$ cat src/rtl/organ_footage_engine.sv
// Organ tone engine: 12 top-octave dividers drive octave counters; a 128-key scanner sums the
// tone of each held key per footage rank, scales by drawbar level and emits PWM. Option: ORGAN_SUSTAIN_EN.
module organ_footage_engine #(
  parameter int NUM_FOOT = 4,
  parameter int PWM_W    = 8
) (
  input  logic                clk,
  input  logic                rst,
  input  logic                note_on,
  input  logic                note_off,
  input  logic [6:0]          note,
  input  logic                all_off,
  input  logic                sustain,
  input  logic                lvl_we,
  input  logic [1:0]          lvl_sel,
  input  logic [6:0]          lvl_data,
  output logic [NUM_FOOT-1:0] foot_pwm,
  output logic                mix_pwm,
  output logic                key_any
);

  localparam int MIX_SH = (NUM_FOOT > 1) ? $clog2(NUM_FOOT) : 0;
  localparam int MIX_W  = PWM_W + 2;
  localparam logic [13:0] DIV [12] = '{14'd11945, 14'd11274, 14'd10641, 14'd10044,
                                       14'd9480,  14'd8948,  14'd8446,  14'd7972,
                                       14'd7525,  14'd7102,  14'd6704,  14'd6327};

  logic [13:0]         div_cnt_q [12];
  logic [11:0]         sq_q, sq_dly_q;
  logic [10:0]         oct_q [12];
  logic [6:0]          scan_q;
  logic [127:0]        key_q, key_d;
  logic                key_any_q;
  logic [7:0]          acc_q [NUM_FOOT];
  logic [7:0]          sum_q [NUM_FOOT];
  logic                vld_p1_q;
  logic [6:0]          level_q [NUM_FOOT];
  logic [PWM_W-1:0]    samp_q [NUM_FOOT];
  logic [PWM_W-1:0]    samp_w [NUM_FOOT];
  logic [PWM_W-1:0]    mix_q;
  logic [MIX_W-1:0]    mix_sum_w;
  logic [PWM_W-1:0]    pwm_cnt_q;
  logic [NUM_FOOT-1:0] foot_q;
  logic                mix_out_q;
  logic [6:0]          m_w;
  logic [3:0]          semi_w, oidx_w;
  logic [NUM_FOOT-1:0] add_w;

  function automatic logic [PWM_W-1:0] scale_sat(input logic [7:0] sum, input logic [6:0] lvl);
    logic [14:0]      prod;
    logic [PWM_W+7:0] wide;
    prod      = 15'(sum) * 15'(lvl);
    wide      = '0;
    wide[7:0] = prod[14:7];
    wide      = wide << (PWM_W - 8);
    return (|wide[PWM_W+7:PWM_W]) ? '1 : wide[PWM_W-1:0];
  endfunction

  // Stage: dividers and octave counters (edges of each square wave seen one cycle late)
  always_ff @(posedge clk or posedge rst) begin
    if (rst) begin
      sq_q     <= '0;
      sq_dly_q <= '0;
      for (int s = 0; s < 12; s++) begin
        div_cnt_q[s] <= '0;
        oct_q[s]     <= '0;
      end
    end else begin
      sq_dly_q <= sq_q;
      for (int s = 0; s < 12; s++) begin
        if (div_cnt_q[s] == DIV[s] - 14'd1) begin
          div_cnt_q[s] <= '0;
          sq_q[s]      <= ~sq_q[s];
        end else begin
          div_cnt_q[s] <= div_cnt_q[s] + 14'd1;
        end
        if (sq_q[s] ^ sq_dly_q[s]) oct_q[s] <= oct_q[s] + 11'd1;
      end
    end
  end

  // Note 127 maps to the top semitone of the lowest-index octave bit.
  always_comb begin
    logic [3:0] ob;
    m_w    = 7'd127 - scan_q;
    semi_w = 4'd11 - 4'(m_w % 7'd12);
    oidx_w = 4'(m_w / 7'd12);
    add_w  = '0;
    ob     = '0;
    for (int f = 0; f < NUM_FOOT; f++) begin
      ob = oidx_w - 4'(f);
      if (oidx_w >= 4'(f) && ob <= 4'd9)
        add_w[f] = key_q[scan_q] & oct_q[semi_w][ob];
    end
  end

`ifdef ORGAN_SUSTAIN_EN
  logic [127:0] pend_q, pend_d;
  logic         sus_q;

  always_comb begin
    key_d  = key_q;
    pend_d = pend_q;
    if (all_off) begin
      key_d  = '0;
      pend_d = '0;
    end else begin
      if (sus_q && !sustain) begin
        key_d  = key_q & ~pend_q;
        pend_d = '0;
      end
      if (note_on) begin
        key_d[note]  = 1'b1;
        pend_d[note] = 1'b0;
      end else if (note_off) begin
        if (sustain) pend_d[note] = 1'b1;
        else         key_d[note]  = 1'b0;
      end
    end
  end

  always_ff @(posedge clk or posedge rst) begin
    if (rst) begin
      pend_q <= '0;
      sus_q  <= 1'b0;
    end else begin
      pend_q <= pend_d;
      sus_q  <= sustain;
    end
  end
`else
  logic unused_sustain;
  assign unused_sustain = sustain;

  always_comb begin
    key_d = key_q;
    if (all_off)       key_d       = '0;
    else if (note_on)  key_d[note] = 1'b1;
    else if (note_off) key_d[note] = 1'b0;
  end
`endif

  always_ff @(posedge clk or posedge rst) begin
    if (rst) begin
      key_q     <= '0;
      key_any_q <= 1'b0;
    end else begin
      key_q     <= key_d;
      key_any_q <= |key_q;
    end
  end

  // Stage p0: scan and per-rank accumulation; sum is latched at the end of each 128-cycle scan
  always_ff @(posedge clk or posedge rst) begin
    if (rst) begin
      scan_q   <= '0;
      vld_p1_q <= 1'b0;
      for (int f = 0; f < NUM_FOOT; f++) begin
        acc_q[f] <= '0;
        sum_q[f] <= '0;
      end
    end else begin
      scan_q   <= scan_q + 7'd1;
      vld_p1_q <= (scan_q == 7'd127);
      for (int f = 0; f < NUM_FOOT; f++) begin
        if (scan_q == 7'd127) begin
          sum_q[f] <= acc_q[f] + {7'd0, add_w[f]};
          acc_q[f] <= '0;
        end else begin
          acc_q[f] <= acc_q[f] + {7'd0, add_w[f]};
        end
      end
    end
  end

  always_comb begin
    mix_sum_w = '0;
    for (int f = 0; f < NUM_FOOT; f++) begin
      samp_w[f] = scale_sat(sum_q[f], level_q[f]);
      mix_sum_w = mix_sum_w + MIX_W'(samp_w[f]);
    end
  end

  // Stage p1: drawbar-scaled samples and mix; p2: PWM comparison
  always_ff @(posedge clk or posedge rst) begin
    if (rst) begin
      mix_q     <= '0;
      pwm_cnt_q <= '0;
      foot_q    <= '0;
      mix_out_q <= 1'b0;
      for (int f = 0; f < NUM_FOOT; f++) begin
        samp_q[f]  <= '0;
        level_q[f] <= '0;
      end
    end else begin
      pwm_cnt_q <= pwm_cnt_q + PWM_W'(1);
      mix_out_q <= (pwm_cnt_q < mix_q);
      if (vld_p1_q) mix_q <= PWM_W'(mix_sum_w >> MIX_SH);
      for (int f = 0; f < NUM_FOOT; f++) begin
        foot_q[f] <= (pwm_cnt_q < samp_q[f]);
        if (vld_p1_q) samp_q[f] <= samp_w[f];
        if (lvl_we && lvl_sel == 2'(f)) level_q[f] <= lvl_data;
      end
    end
  end

  assign foot_pwm = foot_q;
  assign mix_pwm  = mix_out_q;
  assign key_any  = key_any_q;

endmodule
$ cat config.mk
export PLATFORM = sky130hd
export DESIGN_NAME = organ_footage_engine
export DESIGN_NICKNAME = d
export VERILOG_FILES = /design/src/rtl/organ_footage_engine.sv
export SDC_FILE = /design/constraint.sdc
export NUM_CORES = 2
export LEC_CHECK = 0
export CAP_MARGIN = 0
export CORE_ASPECT_RATIO = 1.75
export CORE_MARGIN = 2
export CORE_UTILIZATION = 65
export DETAILED_ROUTE_END_ITERATION = 7
export PLACE_DENSITY = 0.86
export SLEW_MARGIN = 20
export SYNTH_ARGS = -nofsm -noshare
export SYNTH_HDL_FRONTEND = slang
export SYNTH_SLANG_ARGS = --single-unit
$ cat constraint.sdc
create_clock -name clk -period 50.2 [get_ports clk]
set_input_delay 7.53 -clock clk [delete_from_list [all_inputs] [get_ports clk]]
set_output_delay 7.53 -clock clk [all_outputs]
set_load 0.01 [all_outputs]
==> flow_metrics.tcl <==
set metrics [dict create \
    avgSynthCellArea_um2 10.28 \
    n_fill_cell 3815 \
    fin_crit_sh 0.2045 \
    nets 3903 \
    crit_fanout 152 \
    cts_tree "built" \
    ys_ff_latch 606 \
    die_w_um 183.1 \
    antenna_found_initial 0 \
    syn2layout_area_growth_pct 7.582 \
    synth_flop_cell "dfrtp_1" \
    status "finished clean" \
    finalWorstPathRequiredPeriod_ps 10270 \
    clock-sinks 606 \
    finalNonFillerCells 4279 \
    power.leakage_nw 18.70 \
    gr-total-overflow 0 \
    rr_worst_depth 22 \
    wire_per_inst_um 19.53 \
    holdWs_ps 443.1 \
    globalplace.congestion 0.9001 \
    seq_area_um2 15170 \
    grt_first_pass_wirelength_mm 139.6 \
    layout-drive-gt1-share 0.08233 \
    hpwl_mm 57.97 \
    first_pass_iters 8 \
    critical_path_class "in2async" \
    hold_viol 0 \
    cp.required_ps 50840 \
    yosysWarningCount 0 \
    die-area_um2 58090 \
    portBuffers 27 \
    ant_nets 0 \
    power_uw 989.0 \
    synth_edf_count 0 \
    start_util 0.6590 \
    wirelength_mm 83.58 \
    cts_setup_buffers 0 \
    startpoint_type "input port" \
    power_density_nw_per_um2 25.21 \
    drc 0 \
    std_cell_rows 114 \
    pre_cts_slack_ps 38670 \
    path_clk_slew_ps 70 \
    grt_usage 0.2992 \
    min_path_type "reg2reg" \
    fmax_mhz 97.40 \
    core-area_um2 55340 \
    syn_nets 3916 \
    grt_pass1_vias 28710 \
    netlist_area_um2 36470 \
    drt-initial-drc-count 1732 \
    htreeDepth 2 \
    fin_tns_setup_ps 0 \
    max_cap_violations 0 \
    clock_path_buffers 3 \
    clock-root-buffer "clkbuf_16" \
    clk_latency_ps 630 \
    synthArstFlopShare 1.000 \
    clock_skew_ps 37.12 \
    placed_cells 4175 \
    cts_resized 0 \
    grt_max_degree 153 \
    rsz0062_at_grt "false" \
    num_vias 26830 \
    worst_pin_slew_ps 1149 \
    most-common-layout-cells "604 x dfrtp_1, 426 x nand2_1, 265 x nor2_1" \
    die_y_um 317.4 \
    ys_seq_area_frac 0.4158 \
    netlist-cell-type-count 78 \
    final_common_cell "dfrtp_1" \
    synthCells 3549 \
    vias_per_cell 6.271 \
    crit_arrival_ps 10910 \
    numCtsBuffers 55 \
    end_kind "asynchronous set/reset pin" \
    cts_hold_buffers 0 \
    final-setup-viol-count 0 \
    slew_headroom 0.2329 \
    drv_slew 0 \
    hold_depth 0 \
    finalWorstSetupSlack_ps 39930 \
    io_pins 29 \
    antennaDiodeCount 0 \
    ir_drop_v 0.00002985 \
    multi_input_comb_area_um2 19970 \
]
cell families (layout without fill, tap and decap cells):
group                      count (synthesis)  count (layout)  share of synthesized area
and+or+nand+nor                         1258            1258                     0.1663
DFF                                      606             606                     0.4158
AOI/OAI and AO/OA                        511             511                    0.08405
xor gates and xnor gates                 351             351                    0.08429
adders and majority gates                344             344                     0.1444
buffers and inverters                    335             369                    0.03774
muxes                                    144             144                    0.06741
worst paths after layout:
path | slack [ps] | endpoint | start
min in group asynchronous | 7470 | sum_q[3]$_DFFE_PP0P_ | rst
hold / removal | 440 | sq_dly_q[11]$_DFF_PP0_ | sq_q[11]$_DFFE_PP0N_
hold reg to reg | 440 | sq_dly_q[11]$_DFF_PP0_ | sq_q[11]$_DFFE_PP0N_
max in group clk | 40810 | key_q[115]$_DFFE_PP0P_ | note[2]
setup reg to reg | 42490 | mix_q[7]$_DFFE_PP0P_ | sum_q[3]$_DFFE_PP0P_
setup / recovery | 39930 | div_cnt_q[167]$_DFF_PP0_ | rst
flip-flops by register name (all words and copies together), names as in the netlist:
name,cells
samp_q,32
mix_pwm,1
foot_pwm,4
mix_q,8
sum_q,32
oct_q,132
div_cnt_q,168
key_any,1
scan_q,7
sq_dly_q,12
key_q,128
acc_q,32
pwm_cnt_q,8
vld_p1_q,1
level_q,28
sq_q,12
metal layers:
| metal | wire length [µm] | global-route usage | vias to the layer above |
|---|---|---|---|
| met5 | 0 | 0 | - |
| met4 | 6637 | 0.2196 | 0 |
| met3 | 4343 | 0.03527 | 371 |
| met2 | 44100 | 0.5472 | 983 |
| met1 | 28500 | 0.3166 | 13320 |
| li1 | - | - | 12160 |
cells in the mapped netlist, drive strengths merged (7+ instances only):
master,count,area [µm²]
a22oi,9,72.57
mux2,63,709.4
o21a,8,60.06
and4,21,183.9
nor4,44,287.8
o311ai,11,96.35
a211oi,7,57.55
o21ai,165,829.6
buf,37,257.8
nor2b,31,193.9
or3,14,87.58
mux4,75,1689
xor2,180,1577
nor4b,9,78.83
a21oi,198,991.0
or2,7,43.79
nand4,70,437.9
nand3,105,525.5
o31ai,15,112.6
nand2,427,1605
a21o,35,262.8
inv,219,822.0
o211ai,13,127.6
ha,216,2703
nor3,57,285.3
nor2,270,1016
fa,128,2562
and3,56,350.3
and2,111,694.4
a311oi,9,78.83
clkbuf,78,292.8
xnor2,171,1498
dfrtp,606,15160
nand2b,16,100.1
area by class of cell:
class,count,share of cell area
multi-input combinational,2608,0.5090
sequential,606,0.3867
clock buffer,69,0.03875
tap,696,0.02220
inverter,220,0.02124
clock inverter,35,0.01123
timing repair buffer,45,0.01087
metrics by stage:
step | cell area, µm² | utilization
6_report | 39240 | 0.7089
5_1_grt | 39240 | 0.7089
4_1_cts | 39220 | 0.7087
3_5_place_dp | 37260 | 0.6732
3_3_place_gp | 37250 | 0.6731
2_1_floorplan | 36470 | -
worst max-delay path, cell delays in order:
cell	delay (ps)
clkdlybuf4s50_1	500
inv_8	600
buf_12	570
buf_4	850
buf_6	660
power by group:
part | internal, mW | total (mW) | leakage (nW) | switching [mW]
sequential | 0.493 | 0.505 | 8.20 | 0.0119
combinational | 0.00775 | 0.0287 | 9.55 | 0.0210
clock | 0.258 | 0.455 | 0.944 | 0.197
Power figures use the tool's default switching activity.
